==> config.mk <==
export PLATFORM = sky130hd
export DESIGN_NAME = led_blink_gen_flat
export DESIGN_NICKNAME = d
export VERILOG_FILES = /design/src/rtl/led_blink_pkg.sv /design/src/rtl/led_blink_gen_if.sv /design/src/rtl/led_blink_ch.sv /design/src/rtl/led_blink_gen.sv /design/src/flat_wrapper.sv
export SDC_FILE = /design/constraint.sdc
export NUM_CORES = 1
export LEC_CHECK = 0
export CORE_MARGIN = 1
export CORE_UTILIZATION = 52
export DETAILED_ROUTE_END_ITERATION = 10
export PLACE_DENSITY_LB_ADDON = 0.12
export SETUP_SLACK_MARGIN = 0.05
export SYNTH_ARGS = -nofsm -noshare
export SYNTH_HDL_FRONTEND = slang
export SYNTH_HIERARCHICAL = 1
export SYNTH_SLANG_ARGS = --single-unit
export TNS_END_PERCENT = 20
==> constraint.sdc <==
create_clock -name clk -period 5.1 [get_ports clk]
set_clock_uncertainty 0.05 [all_clocks]
set_input_delay 1.02 -clock clk [delete_from_list [all_inputs] [get_ports clk]]
set_output_delay 1.02 -clock clk [all_outputs]
set_load 0.01 [all_outputs]
==> src/rtl/led_blink_pkg.sv <==
// led_blink_pkg: shared mode type and channel-index width helper for led_blink_gen
package led_blink_pkg;
    typedef enum logic [1:0] {
        MODE_OFF     = 2'd0,
        MODE_ON      = 2'd1,
        MODE_BLINK   = 2'd2,
        MODE_ONESHOT = 2'd3
    } mode_t;
    function automatic int ch_w(input int n);
        return n > 1 ? $clog2(n) : 1;
    endfunction
endpackage

==> src/rtl/led_blink_gen_if.sv <==
// led_blink_gen_if: valid/ready configuration bus selecting one LED channel's mode and half-period
interface led_blink_gen_if
    import led_blink_pkg::*;
#(
    parameter int NUM_CH = 3,
    parameter int CNT_W  = 25
);
    localparam int CH_W = ch_w(NUM_CH);
    logic             cfg_valid;
    logic             cfg_ready;
    logic [CH_W-1:0]  cfg_ch;
    mode_t            cfg_mode;
    logic [CNT_W-1:0] cfg_half;
    modport master (output cfg_valid, cfg_ch, cfg_mode, cfg_half, input cfg_ready);
    modport slave  (input cfg_valid, cfg_ch, cfg_mode, cfg_half, output cfg_ready);
endinterface

==> src/rtl/led_blink_ch.sv <==
// led_blink_ch: one LED channel with mode, half-period counter, registered led and toggle strobe
module led_blink_ch
    import led_blink_pkg::*;
#(
    parameter int               CNT_W        = 25,
    parameter logic [CNT_W-1:0] DEFAULT_HALF = '0,
    parameter mode_t            DEFAULT_MODE = MODE_BLINK
) (
    input  logic             clk,
    input  logic             reset,
    input  logic             load,
    input  mode_t            load_mode,
    input  logic [CNT_W-1:0] load_half,
    output logic             led,
    output logic             pulse
);
    mode_t            mode;
    logic [CNT_W-1:0] half;
    logic [CNT_W-1:0] cnt;
    logic             tc;
    assign tc = cnt == half;
    always_ff @(posedge clk) begin
        if (reset) begin
            mode  <= DEFAULT_MODE;
            half  <= DEFAULT_HALF;
            cnt   <= '0;
            led   <= DEFAULT_MODE != MODE_OFF;
            pulse <= 1'b0;
        end else if (load) begin
            mode  <= load_mode;
            half  <= load_half;
            cnt   <= '0;
            led   <= load_mode != MODE_OFF;
            pulse <= 1'b0;
        end else if (mode == MODE_BLINK || mode == MODE_ONESHOT) begin
            cnt   <= tc ? '0 : cnt + 1'b1;
            pulse <= tc;
            if (tc) begin
                led  <= mode == MODE_BLINK ? ~led : 1'b0;
                mode <= mode == MODE_BLINK ? MODE_BLINK : MODE_OFF;
            end
        end else begin
            cnt   <= '0;
            pulse <= 1'b0;
        end
    end
endmodule

==> src/rtl/led_blink_gen.sv <==
// led_blink_gen: NUM_CH-channel LED blinker with one staged config write; LED_BLINK_ACTIVE_LOW_EN inverts led_out
module led_blink_gen
    import led_blink_pkg::*;
#(
    parameter int NUM_CH       = 3,
    parameter int CNT_W        = 25,
    parameter int DEFAULT_HALF = 12000000,
    parameter int DEFAULT_MODE = 2
) (
    input  logic              clk,
    input  logic              reset,
    led_blink_gen_if.slave    cfg,
    output logic [NUM_CH-1:0] led_out,
    output logic [NUM_CH-1:0] toggle_pulse
);
    localparam int CH_W = ch_w(NUM_CH);
    localparam logic [1:0] DM = DEFAULT_MODE[1:0];
    logic             stg_valid;
    logic [CH_W-1:0]  stg_ch;
    mode_t            stg_mode;
    logic [CNT_W-1:0] stg_half;
    logic [NUM_CH-1:0] led;
    assign cfg.cfg_ready = !reset && !stg_valid;
    always_ff @(posedge clk) begin
        if (reset) begin
            stg_valid <= 1'b0;
        end else begin
            stg_valid <= cfg.cfg_valid && cfg.cfg_ready;
            if (cfg.cfg_valid && cfg.cfg_ready) begin
                stg_ch   <= cfg.cfg_ch;
                stg_mode <= cfg.cfg_mode;
                stg_half <= cfg.cfg_half;
            end
        end
    end
    // out-of-range channel numbers match no instance, so the apply cycle is spent doing nothing
    for (genvar i = 0; i < NUM_CH; i++) begin : g_ch
        led_blink_ch #(
            .CNT_W        (CNT_W),
            .DEFAULT_HALF (CNT_W'(DEFAULT_HALF)),
            .DEFAULT_MODE (mode_t'(DM))
        ) u_ch (
            .clk       (clk),
            .reset     (reset),
            .load      (stg_valid && stg_ch == CH_W'(i)),
            .load_mode (stg_mode),
            .load_half (stg_half),
            .led       (led[i]),
            .pulse     (toggle_pulse[i])
        );
    end
`ifdef LED_BLINK_ACTIVE_LOW_EN
    assign led_out = ~led;
`else
    assign led_out = led;
`endif
endmodule

==> src/flat_wrapper.sv <==
// flat-port wrapper written by rule: the top's interface ports become plain ports
module led_blink_gen_flat import led_blink_pkg::*;
#(
    parameter int NUM_CH       = 3,
    parameter int CNT_W        = 25,
    parameter int DEFAULT_HALF = 12000000,
    parameter int DEFAULT_MODE = 2
)
  (clk, reset, led_out, toggle_pulse, cfg_cfg_valid, cfg_cfg_ch, cfg_cfg_mode, cfg_cfg_half, cfg_cfg_ready);
  led_blink_gen_if #(.NUM_CH(NUM_CH), .CNT_W(CNT_W)) cfg_i ();
  input  logic clk;
  input  logic reset;
  output logic [NUM_CH-1:0] led_out;
  output logic [NUM_CH-1:0] toggle_pulse;
  input wire logic [$bits(cfg_i.cfg_valid)-1:0] cfg_cfg_valid;
  input wire logic [$bits(cfg_i.cfg_ch)-1:0] cfg_cfg_ch;
  input wire logic [$bits(cfg_i.cfg_mode)-1:0] cfg_cfg_mode;
  input wire logic [$bits(cfg_i.cfg_half)-1:0] cfg_cfg_half;
  output wire logic [$bits(cfg_i.cfg_ready)-1:0] cfg_cfg_ready;
  assign cfg_i.cfg_valid = cfg_cfg_valid;
  assign cfg_i.cfg_ch = cfg_cfg_ch;
  assign cfg_i.cfg_mode = cfg_cfg_mode;
  assign cfg_i.cfg_half = cfg_cfg_half;
  assign cfg_cfg_ready = cfg_i.cfg_ready;
  led_blink_gen #(.NUM_CH(NUM_CH), .CNT_W(CNT_W), .DEFAULT_HALF(DEFAULT_HALF), .DEFAULT_MODE(DEFAULT_MODE)) u_core (.clk(clk), .reset(reset), .cfg(cfg_i), .led_out(led_out), .toggle_pulse(toggle_pulse));
endmodule
==> impl_results.md, run 1 <==
- Status: complete, no violations
- Crit path cell chain: buf_2, nor2_1, clkdlybuf4s50_1
- Worst Setup End Kind: output pin
- Switch share: 22.7%
- Syn_nets: 854
- Global Route Usage Sum: 24.2%
- Fmax: 0.321 GHz
- Flops & latches, synth: 192
- Netlist Area Pre-Place: 8470 um^2
- Ys Warns: 6
- Pin count of the biggest net entering global routing: 72
- Leading cell types by total area after synthesis: dfxtp_1, xnor2_1, edfxtp_1
- Clk_lat worst skew: 430 ps
- Fillers: 1361
- Drt drc: 0
- Critical Path Fanout Max: 26
- Iter 0 DRT Violations: 436
- Final net count: 878
- CTS tree: done
- Peak VDD IR: 0.305 mV
- Synth top area share: 38.5%
- # setup viols final: 0
- Slowest stage delay, CP: 490 ps
- Seq pwr share: 51.3%
- Arrival @ worst endpoint: 2040 ps
- Synth Area in Compound Gates: 5.19%
- Crit path time final: 3110 ps
- RSZ-0062 raised after global routing: no
- Sw Pwr: 0.000713 W
- Clk sinks: 192
- Ys async rst share: 0%
- Post-Syn Instances: 819
- IO Count: 39
- Clk pwr share: 44.4%
- Synth Area in Simple Gates: 21.5%
- CTS HTree Levels: 4
- CTS Buf Count: 17
- Placer Congestion: 0.802
- Die Y: 130 um
- EDFF count, synth: 29
- Max-cap viol count: 0
- Initial antenna violation count: 0
- Crit Path Class: in -> out
- Hold slack final: 456 ps
- Bufs and invs on worst path: 2
- Gate power share: 4.3%
- Fraction of layout cells with a size suffix above 1: 8.64%
- Seq/Total Area, Yosys: 48.8%
- Via Count: 5795
- Drt first pass iters: 4
- Max Slew Vio Count: 0
- Final wirelength: 18.9 mm
- Worst-path clk slew: 70 ps
- Critical Path Start Type: primary input
- Std-Cell Rows: 46
- Max transition margin: 36.3%
- Post-cts sizing count: 0
- Leak: 3.12 nW
- Initial Util: 53.3%
- Die Wd: 130 um
- CTS Hold Bufs: 0
- Die ar.: 16800 um^2
- Sequential Area: 4130 um^2
- DPL Wire Length: 13.5 mm
- Drt via density: 5.41
- Largest family of logic cells by synthesized area: simple AND/OR/NAND/NOR gates
- Avg Cell Area, Syn: 10.3 um^2
- Postcts setup bufs: 0
- Overall Power: 0.00314 W
- Mux cell area share after synthesis: 5.67%
- HP Class: reg -> reg
- First-pass GRT wire length: 30.2 mm
- Final Util: 60.0%
- Inserted Diodes: 0
- Number of global-route vias before repair: 5602
- Synth-to-layout area growth: 12.6%
- Port Buffers: 38
- P_int: 0.00243 W
- Distinct cells, synth: 45
- Post-route ant nets: 0
- Clock root cell: clkbuf_16
- Final Hold Vio Count: 0
- Total gr overflow: 0
- Largest area contributor in the netlist: dfxtp_1
- Main flop type after synthesis: dfxtp_1
- Worst-margin pin slew: 955 ps
- Wire per inst: 17.7 um
- Area occupied by multi-input gates: 4070 um^2
- Fin crit share: 61.0%
- Core Region: 15900 um^2
- Setup tns final: 0 ps
- CTS max path bufs: 2
- Xor and xnor area share after synthesis: 15.2%
- Post-Synth Adder-Cell Area: 0.443%
- Slowest stage cell on the critical path: clkdlybuf4s50_1
- CP delay by family, top: buffers and inverters
- P per Cell Area: 329 nW/um^2
- Req. time, crit path: 4030 ps
==> power groups by stage <==
stage               combinational, W  clock, W  sequential, W
global route                0.000150   0.00149        0.00161
CTS                         0.000136   0.00142        0.00161
finish                      0.000135   0.00140        0.00161
detailed placement          0.000136         0        0.00165
global placement            0.000131         0        0.00164
floorplan                  0.0000980         0        0.00163
==> final timing paths <==
| check | startpoint | endpoint | slack, ps | depth (start not counted) |
|---|---|---|---|---|
| min reg2reg | u_core/g_ch[1].u_ch/cnt[0] | u_core/g_ch[1].u_ch/cnt[0] | 460 | 1 |
| min | u_core/g_ch[1].u_ch/cnt[0] | u_core/g_ch[1].u_ch/cnt[0] | 460 | 1 |
| max | reset | cfg_cfg_ready | 1990 | 3 |
| max reg2reg | u_core/g_ch[1].u_ch/cnt[3] | u_core/g_ch[1].u_ch/cnt[20] | 2800 | 5 |
==> Yosys cell counts (all sizes together), types with 6 or more instances <==
master / count
a31oi: 6
nor4: 9
nand4: 39
a21oi: 9
mux2i: 48
dfxtp: 163
nand2: 30
or2: 6
nor3: 27
clkbuf: 15
buf: 21
and3: 6
xnor2: 114
edfxtp: 29
nor2: 145
nand3: 21
and4: 6
a211o: 36
xor2: 30
inv: 9
nor2b: 30
==> layer usage <==
| metal | global-route usage [%] | wire length, um | vias up |
|---|---|---|---|
| li1 | - | - | 2861 |
| met1 | 32.3 | 8980 | 2786 |
| met2 | 38.2 | 8740 | 118 |
| met3 | 4.83 | 680 | 30 |
| met4 | 10.3 | 541 | 0 |
| met5 | 0 | 0 | - |
==> state kept, by name, summed over array words and instances (netlist names) <==
register / cells
u_core/g_ch.u_ch/cnt: 75
u_core/stg_ch: 2
u_core/stg_half: 25
u_core/g_ch.u_ch/led: 3
u_core/g_ch.u_ch/mode: 6
u_core/stg_valid: 1
u_core/g_ch.u_ch/half: 75
u_core/stg_mode: 2
u_core/g_ch.u_ch/pulse: 3
==> layout make-up <==
class                   count  area share [%]
clock buffers              18            4.50
repair buffers             41            4.17
well taps                 216            2.83
flip-flops and latches    192            43.4
multi-input cells         582            42.7
inverters                   9           0.354
clock inverters            14            2.07
==> cells by family (layout without fill, tap and decap cells) <==
logic type	after synthesis	in the layout
AND/OR/NAND/NOR	333	333
flip-flops	192	192
XOR/XNOR	144	144
AO/OA/AOI/OAI	54	54
multiplexers	48	48
buffers and inverters	45	82
adder cells (fa/ha/maj)	3	3
==> through the flow <==
stage | instances | area [um^2] | worst slack, ps
after floorplan | 819 | 8470 | 1410
after global placement | 1040 | 8910 | 1980
after detailed placement | 1040 | 8910 | 1990
after CTS | 1072 | 9530 | 1980
after global routing | 1072 | 9530 | 1940
final | 1072 | 9530 | 1990
==> worst reg2reg max path: cells and delay by family, from the launching register on <==
kind	cells	cell delay, ps
XOR/XNOR	1	180
flip-flops	1	500
AO/OA/AOI/OAI	1	530
AND/OR/NAND/NOR	3	900
==> cell usage in the layout, fill, tap and decap left out, types with 6 or more instances in the layout <==
| cell type | Yosys | layout |
|---|---|---|
| a211o_1 | 33 | 33 |
| a21oi_1 | 9 | 9 |
| a31oi_1 | 6 | 6 |
| and4_1 | 6 | 6 |
| clkbuf_16 | 0 | 17 |
| clkdlybuf4s50_1 | 0 | 37 |
| dfxtp_1 | 163 | 163 |
| edfxtp_1 | 29 | 29 |
| inv_1 | 9 | 9 |
| mux2i_1 | 48 | 48 |
| nand2_1 | 30 | 30 |
| nand3_1 | 18 | 18 |
| nand4_1 | 33 | 33 |
| nor2_1 | 138 | 138 |
| nor2_2 | 7 | 7 |
| nor2b_1 | 30 | 30 |
| nor3_1 | 26 | 26 |
| nor4_4 | 6 | 6 |
| xnor2_1 | 111 | 111 |
| xor2_1 | 30 | 30 |
No activity file was read; power rests on OpenSTA's default activity.
==> inputs of run 2 (changes only) <==
==> constraint.sdc (replaced) <==
create_clock -name clk -period 2.8 [get_ports clk]
set_clock_uncertainty 0.05 [all_clocks]
set_input_delay 0.56 -clock clk [delete_from_list [all_inputs] [get_ports clk]]
set_output_delay 0.56 -clock clk [all_outputs]
set_load 0.01 [all_outputs]
==> run 2 against run 1 <==
Non-clock buffer count is 4 higher. Via count rose by 0.38%. Wire length is 1.1% higher. Register-to-register slack lost 2100 ps. Design area is 0.14% higher. Power up 78%. Setup slack worse by 1300 ps. Count of clock-buffer cells in the layout did not move.
==> impl_results.md, run 2 (synthesis results as in run 1) <==
- Startpoint of the worst hold path: u_core/g_ch[0].u_ch/cnt[0] (was u_core/g_ch[1].u_ch/cnt[0])
- Bufs and invs on worst path: 1 (was 2)
- Setup tns final: 0 ps (unchanged)
- P per Cell Area: 587 nW/um^2 (was 329 nW/um^2)
- Drt first pass iters: 7 (was 4)
- CTS max path bufs: 2 (unchanged)
- Iter 0 DRT Violations: 491 (was 436)
- IO Count: 39 (unchanged)
- RSZ-0062 raised after global routing: no (unchanged)
- Wire per inst: 17.8 um (was 17.7 um)
- Global Route Usage Sum: 24.5% (was 24.2%)
- Cells on Worst Hold Path: 1 (unchanged)
- Placed cell areas: 8960 um^2 (was 8910 um^2)
- HP Class: reg -> reg (unchanged)
- Req. time, crit path: 2190 ps (was 4030 ps)
- Max transition margin: 57.7% (was 36.3%)
- CTS tree: done (unchanged)
- Crit path cell chain: nor2_1, clkdlybuf4s50_1 (was buf_2, nor2_1, clkdlybuf4s50_1)
- Clk sinks: 192 (unchanged)
- CTS HTree Levels: 4 (unchanged)
- Status: complete, no violations (unchanged)
- Leading cell type in the layout, fill and taps excluded: dfxtp_1 (unchanged)
- Postcts setup bufs: 0 (unchanged)
- Cell area after layout: 9550 um^2 (was 9530 um^2)
- Hold slack final: 440 ps (was 456 ps)
- CTS Buf Count: 17 (unchanged)
- Via Count: 5817 (was 5795)
- Fin crit share: 75.7%
- Core Region: 15900 um^2 (unchanged)
- R2r setup slk: 690 ps (was 2800 ps)
- Most frequent cells in the layout: dfxtp_1, nor2_1, xnor2_1 (unchanged)
- Placer Congestion: 0.835 (was 0.802)
- Final Util: 60.1% (was 60.0%)
- Inserted Diodes: 0 (unchanged)
- Peak VDD IR: 0.514 mV (was 0.305 mV)
- Initial Util: 53.3% (unchanged)
- Critical Path Start Type: flip-flop (was primary input)
- DPL Wire Length: 13.8 mm (was 13.5 mm)
- Regs by FF count: u_core/g_ch.u_ch/cnt: 75 flops, u_core/g_ch.u_ch/half: 75 flops, u_core/stg_half: 25 flops (unchanged)
- Die ar.: 16800 um^2 (unchanged)
- Die Wd: 130 um (unchanged)
- Drt drc: 0 (unchanged)
- Total gr overflow: 0 (unchanged)
- Port Buffers: 38 (unchanged)
- Final net count: 882 (was 878)
- CP delay by family, top: buffers and inverters (unchanged)
- Clk_lat worst skew: 440 ps (was 430 ps)
- Slowest stage delay, CP: 550 ps (was 490 ps)
- First-pass GRT wire length: 30.6 mm (was 30.2 mm)
- Worst Setup End Kind: output pin (unchanged)
- Worst-case reg-to-reg path depth: 5 (unchanged)
- M1 WL: 9.16 mm (was 8.98 mm)
- Critical Path Stages: 2 (was 3)
- Routed wl met2: 8.78 mm (was 8.74 mm)
- Clock root cell: clkbuf_16 (unchanged)
- Crit Path Class: reg -> out (was in -> out)
- Final wirelength: 19.1 mm (was 18.9 mm)
- Max-cap viol count: 0 (unchanged)
- Final Hold Vio Count: 0 (unchanged)
- Post-route ant nets: 0 (unchanged)
- Worst-path clk slew: 80 ps (was 70 ps)
- WHS Endpoint: u_core/g_ch[0].u_ch/cnt[0] (was u_core/g_ch[1].u_ch/cnt[0])
- Worst-margin pin slew: 629 ps (was 955 ps)
- Std-Cell Rows: 46 (unchanged)
- Fillers: 1363 (was 1361)
- Leak: 3.14 nW (was 3.12 nW)
- DR top layer: met4 (unchanged)
- Fmax: 0.472 GHz
- Arrival @ worst endpoint: 1510 ps (was 2040 ps)
- Slowest stage cell on the critical path: clkdlybuf4s50_1 (unchanged)
- Post-cts sizing count: 0 (unchanged)
- Drt via density: 5.41 (about the same)
- Critical Path Fanout Max: 6 (was 26)
- R2r startpoint: u_core/g_ch[1].u_ch/cnt[3] (unchanged)
- Synth-to-layout area growth: 12.7% (was 12.6%)
- Met3 wire length: 803 um (was 680 um)
- Crit path time final: 2120 ps
- Max Slew Vio Count: 0 (unchanged)
- Fraction of layout cells with a size suffix above 1: 9.07% (was 8.64%)
- Pin count of the biggest net entering global routing: 55 (was 72)
- CTS Hold Bufs: 0 (unchanged)
- Die Y: 130 um (unchanged)
- # setup viols final: 0 (unchanged)
- Critical R2R Capture: u_core/g_ch[1].u_ch/cnt[12] (was u_core/g_ch[1].u_ch/cnt[20])
- Number of global-route vias before repair: 5608 (was 5602)
- Initial antenna violation count: 0 (unchanged)
-- run 2: cell count changes in the layout (fill, tap and decap cells not counted) --
cell,before,now
inv_6,3,5
nor3b_2,1,0
clkinv_8,1,4
clkinvlp_4,1,0
inv_8,2,4
bufinv_16,3,0
clkinv_4,4,1
buf_4,3,6
nor3b_4,1,2
buf_12,0,1
-- run 2: worst max-delay path by stage --
| stage | startpoint | end |
|---|---|---|
| final | u_core/stg_valid | cfg_cfg_ready |
| after global routing | u_core/g_ch[1].u_ch/cnt[3] | u_core/g_ch[1].u_ch/cnt[21] |
| after CTS | u_core/stg_valid | cfg_cfg_ready |
| after detailed placement | u_core/g_ch[1].u_ch/cnt[3] | u_core/g_ch[1].u_ch/cnt[21] |
| after global placement | reset | u_core/g_ch[2].u_ch/cnt[2] |
| after floorplan | reset | u_core/stg_ch[0] |
-- run 2: routing by layer --
layer | up-vias | global-route usage, %
met5 | - | 0
met4 | 0 | 9.23
met3 | 25 | 4.58
met2 | 108 | 38.2
met1 | 2816 | 33.8
li1 | 2868 | -
-- run 2: cell type report --
class / count / area, um^2 / share of cell area, %
clock inverter: 14 / 163 / 1.70
timing repair buffer: 45 / 440 / 4.61
sequential: 192 / 4130 / 43.3
clock buffer: 18 / 429 / 4.49
inverter: 9 / 33.8 / 0.354
multi-input combinational: 582 / 4080 / 42.7
tap: 216 / 270 / 2.83
-- run 2: power breakdown --
group	internal (W)	switching (W)	leakage, nW	total (W)
sequential	0.00286	0.0000748	1.59	0.00293
combinational	0.000126	0.000127	1.26	0.000254
clock	0.00121	0.00121	0.289	0.00242
total	0.00419	0.00141	3.14	0.00560
-- run 2: metrics by stage --
stage | total power [W] | setup WS (ps) | cells
after global placement | 0.00324 | 785 | 1044
after global routing | 0.00578 | 481 | 1076
after detailed placement | 0.00325 | 711 | 1044
after floorplan | 0.00314 | 596 | 819
final | 0.00560 | 681 | 1076
after CTS | 0.00565 | 663 | 1076
==> inputs of run 3 (changes only) <==
==> constraint.sdc (replaced) <==
create_clock -name clk -period 1.7 [get_ports clk]
set_clock_uncertainty 0.05 [all_clocks]
set_input_delay 0.34 -clock clk [delete_from_list [all_inputs] [get_ports clk]]
set_output_delay 0.34 -clock clk [all_outputs]
set_load 0.01 [all_outputs]
==> run 3 against run 2 <==
Core utilization up 6.1 points. The run now ends with setup timing left. Count of clock-buffer cells in the layout is the same. Critical endpoint is now u_core/g_ch[2].u_ch/cnt[20]. Highest routed layer unchanged. Sequential share of layout area is 3.4 points lower. Combinational power grew 120%. Via count grew 5.7%. Register-to-register slack worse by 750 ps.
==> impl_results.md, run 3 (synthesis results as in run 1) <==
- Status: finished with violations (was complete, no violations)
- Failing checks: setup timing
- Drt via density: 5.33 (was 5.41)
- Global Route Usage Sum: 25.9% (was 24.5%)
- Clk_lat worst skew: 430 ps (was 440 ps)
- Gate power share: 6.0% (was 4.5%)
- Core Region: 15900 um^2 (unchanged)
- Placer Congestion: 0.830 (was 0.835)
- Leading cell type in the layout, fill and taps excluded: nor2_1 (was dfxtp_1)
- Final wirelength: 20.5 mm (was 19.1 mm)
- Clock root cell: clkbuf_16 (unchanged)
- Placed cell areas: 9550 um^2 (was 8960 um^2)
- Die Y: 130 um (unchanged)
- CTS Hold Bufs: 0 (unchanged)
- RSZ-0062 raised after global routing: yes (was no)
- Arrival @ worst endpoint: 2010 ps (was 1510 ps)
- Clk pwr share: 41.6% (was 43.2%)
- Worst-margin pin slew: 412 ps (was 629 ps)
- First-pass GRT wire length: 32.2 mm (was 30.6 mm)
- Final worst slack: -55.0 ps (was 681 ps)
- Pin count of the biggest net entering global routing: 62 (was 55)
- Clk sinks: 192 (unchanged)
- Std-Cell Rows: 46 (unchanged)
- Setup tns final: -1120 ps (was 0 ps)
- Via Count: 6148 (was 5817)
- Synth-to-layout area growth: 24.2% (was 12.7%)
- Critical Path Start Type: flip-flop (unchanged)
- Slowest stage delay, CP: 420 ps (was 550 ps)
- Crit Path Class: reg -> reg (was reg -> out)
- Overall Power: 0.00921 W (was 0.00560 W)
- Worst-path clk slew: 70 ps (was 80 ps)
- HP Class: in -> reg (was reg -> reg)
- DPL Wire Length: 14.5 mm (was 13.8 mm)
- Total gr overflow: 0 (unchanged)
- Bufs and invs on worst path: 1 (unchanged)
- Peak VDD IR: 0.704 mV (was 0.514 mV)
- P_int: 0.00705 W (was 0.00419 W)
- Drt first pass iters: 5 (was 7)
- Req. time, crit path: 1960 ps (was 2190 ps)
- Inserted Diodes: 0 (unchanged)
- # setup viols final: 28 (was 0)
- Max Slew Vio Count: 0 (unchanged)
- Placed Instances: 1116 (was 1044)
- Fillers: 1276 (was 1363)
- Final instance count without filler cells: 1153 (was 1076)
- Cell area after layout: 10500 um^2 (was 9550 um^2)
- Most frequent cells in the layout: nor2_1, dfxtp_1, xnor2_1 (was dfxtp_1, nor2_1, xnor2_1)
- Initial antenna violation count: 0 (unchanged)
- Fmax: 0.570 GHz
- Final Hold Vio Count: 0 (unchanged)
- Die ar.: 16800 um^2 (unchanged)
- Seq pwr share: 52.4% (was 52.3%)
- Max transition margin: 72.5% (was 57.7%)
- CTS tree: done (unchanged)
- Crit path cell chain: xnor2_2, nand4_1, nor4_4, a211o_4, buf_12, nor2_4 (was nor2_1, clkdlybuf4s50_1)
- Wire per inst: 17.8 um (about the same)
- Initial Util: 53.3% (unchanged)
- Die Wd: 130 um (unchanged)
- Final net count: 959 (was 882)
- Regs by FF count: u_core/g_ch.u_ch/cnt: 75 flops, u_core/g_ch.u_ch/half: 75 flops, u_core/stg_half: 25 flops (unchanged)
- Slowest stage cell on the critical path: nor4_4 (was clkdlybuf4s50_1)
- Setup WS pre-CTS: -56.2 ps (was 711 ps)
- IO Count: 39 (unchanged)
- CTS max path bufs: 2 (unchanged)
- Critical Path Fanout Max: 7 (was 6)
- P per Cell Area: 876 nW/um^2 (was 587 nW/um^2)
- Crit path time final: 1760 ps
- Number of global-route vias before repair: 6162 (was 5608)
- Drt drc: 0 (unchanged)
- Fraction of layout cells with a size suffix above 1: 26.0% (was 9.07%)
- Fin crit share: 103%
- CP delay by family, top: simple AND/OR/NAND/NOR gates (was buffers and inverters)
- Worst Setup End Kind: flip-flop (was output pin)
- Switch share: 23.5% (was 25.2%)
- Port Buffers: 38 (unchanged)
- Max-cap viol count: 0 (unchanged)
- Iter 0 DRT Violations: 364 (was 491)
- Leak: 3.64 nW (was 3.14 nW)
- CTS HTree Levels: 4 (unchanged)
- Sw Pwr: 0.00217 W (was 0.00141 W)
- CTS Buf Count: 17 (unchanged)
- Post-route ant nets: 0 (unchanged)
run 3: cell count changes in the layout (fill, tap and decap cells not counted), sizes merged, moves of 2 or more:
cell / before / now
dlygate4sd2: 0 / 6
inv: 18 / 15
clkbuf: 18 / 20
buf: 8 / 83
clkdlybuf4s50: 37 / 30
run 3: metrics by stage:
step	utilization, %	hold slack, ps
floorplan	-	366
global placement	60.1	407
detailed placement	60.1	424
CTS	64.5	254
global route	66.2	276
finish	66.2	284
run 3: final timing paths:
path / from / to / slack [ps] / depth (start not counted)
max reg2reg: u_core/g_ch[2].u_ch/cnt[17] / u_core/g_ch[2].u_ch/cnt[20] / -60 / 6
min reg2reg: u_core/g_ch[1].u_ch/cnt[0] / u_core/g_ch[1].u_ch/cnt[0] / 400 / 1
min: reset / u_core/g_ch[1].u_ch/half[10] / 280 / 3
max: u_core/g_ch[2].u_ch/cnt[17] / u_core/g_ch[2].u_ch/cnt[20] / -60 / 6
run 3: final cells by class:
cell class                      instances  area [um^2]  area share [%]
Tap cell                              216          270            2.57
Inverter                                9         33.8           0.321
Timing Repair Buffer                  122         1130            10.7
Clock buffer                           18          429            4.08
Multi-Input combinational cell        582         4330            41.2
Clock inverter                         14          131            1.25
Sequential cell                       192         4200            39.9
run 3: worst min-delay path, cell delays in order:
cell and delay, ps:
buf_4 150, buf_4 180, nor2_1 50
run 3: power groups by stage:
stage,combinational [W],sequential (W),clock (W)
after floorplan,0.000296,0.00488,0
after global placement,0.000472,0.00492,0
after detailed placement,0.000488,0.00493,0
after CTS,0.000507,0.00482,0.00391
after global routing,0.000594,0.00484,0.00411
final,0.000549,0.00483,0.00384
run 3: metal layers:
| metal | global-route usage [%] | vias to the layer above | part of all wire, % |
|---|---|---|---|
| met3 | 4.95 | 29 | 5.5 |
| li1 | - | 3019 | - |
| met1 | 34.1 | 2944 | 44 |
| met5 | 0 | - | 0 |
| met4 | 9.03 | 0 | 2.0 |
| met2 | 42.6 | 156 | 49 |
run 3: timing repair:
action,4_1_cts,5_1_grt
resized for setup,39,79
buffers inserted,2,0
endpoints found under the setup margin,87,101
pin swaps,6,36
gates cloned,1,2
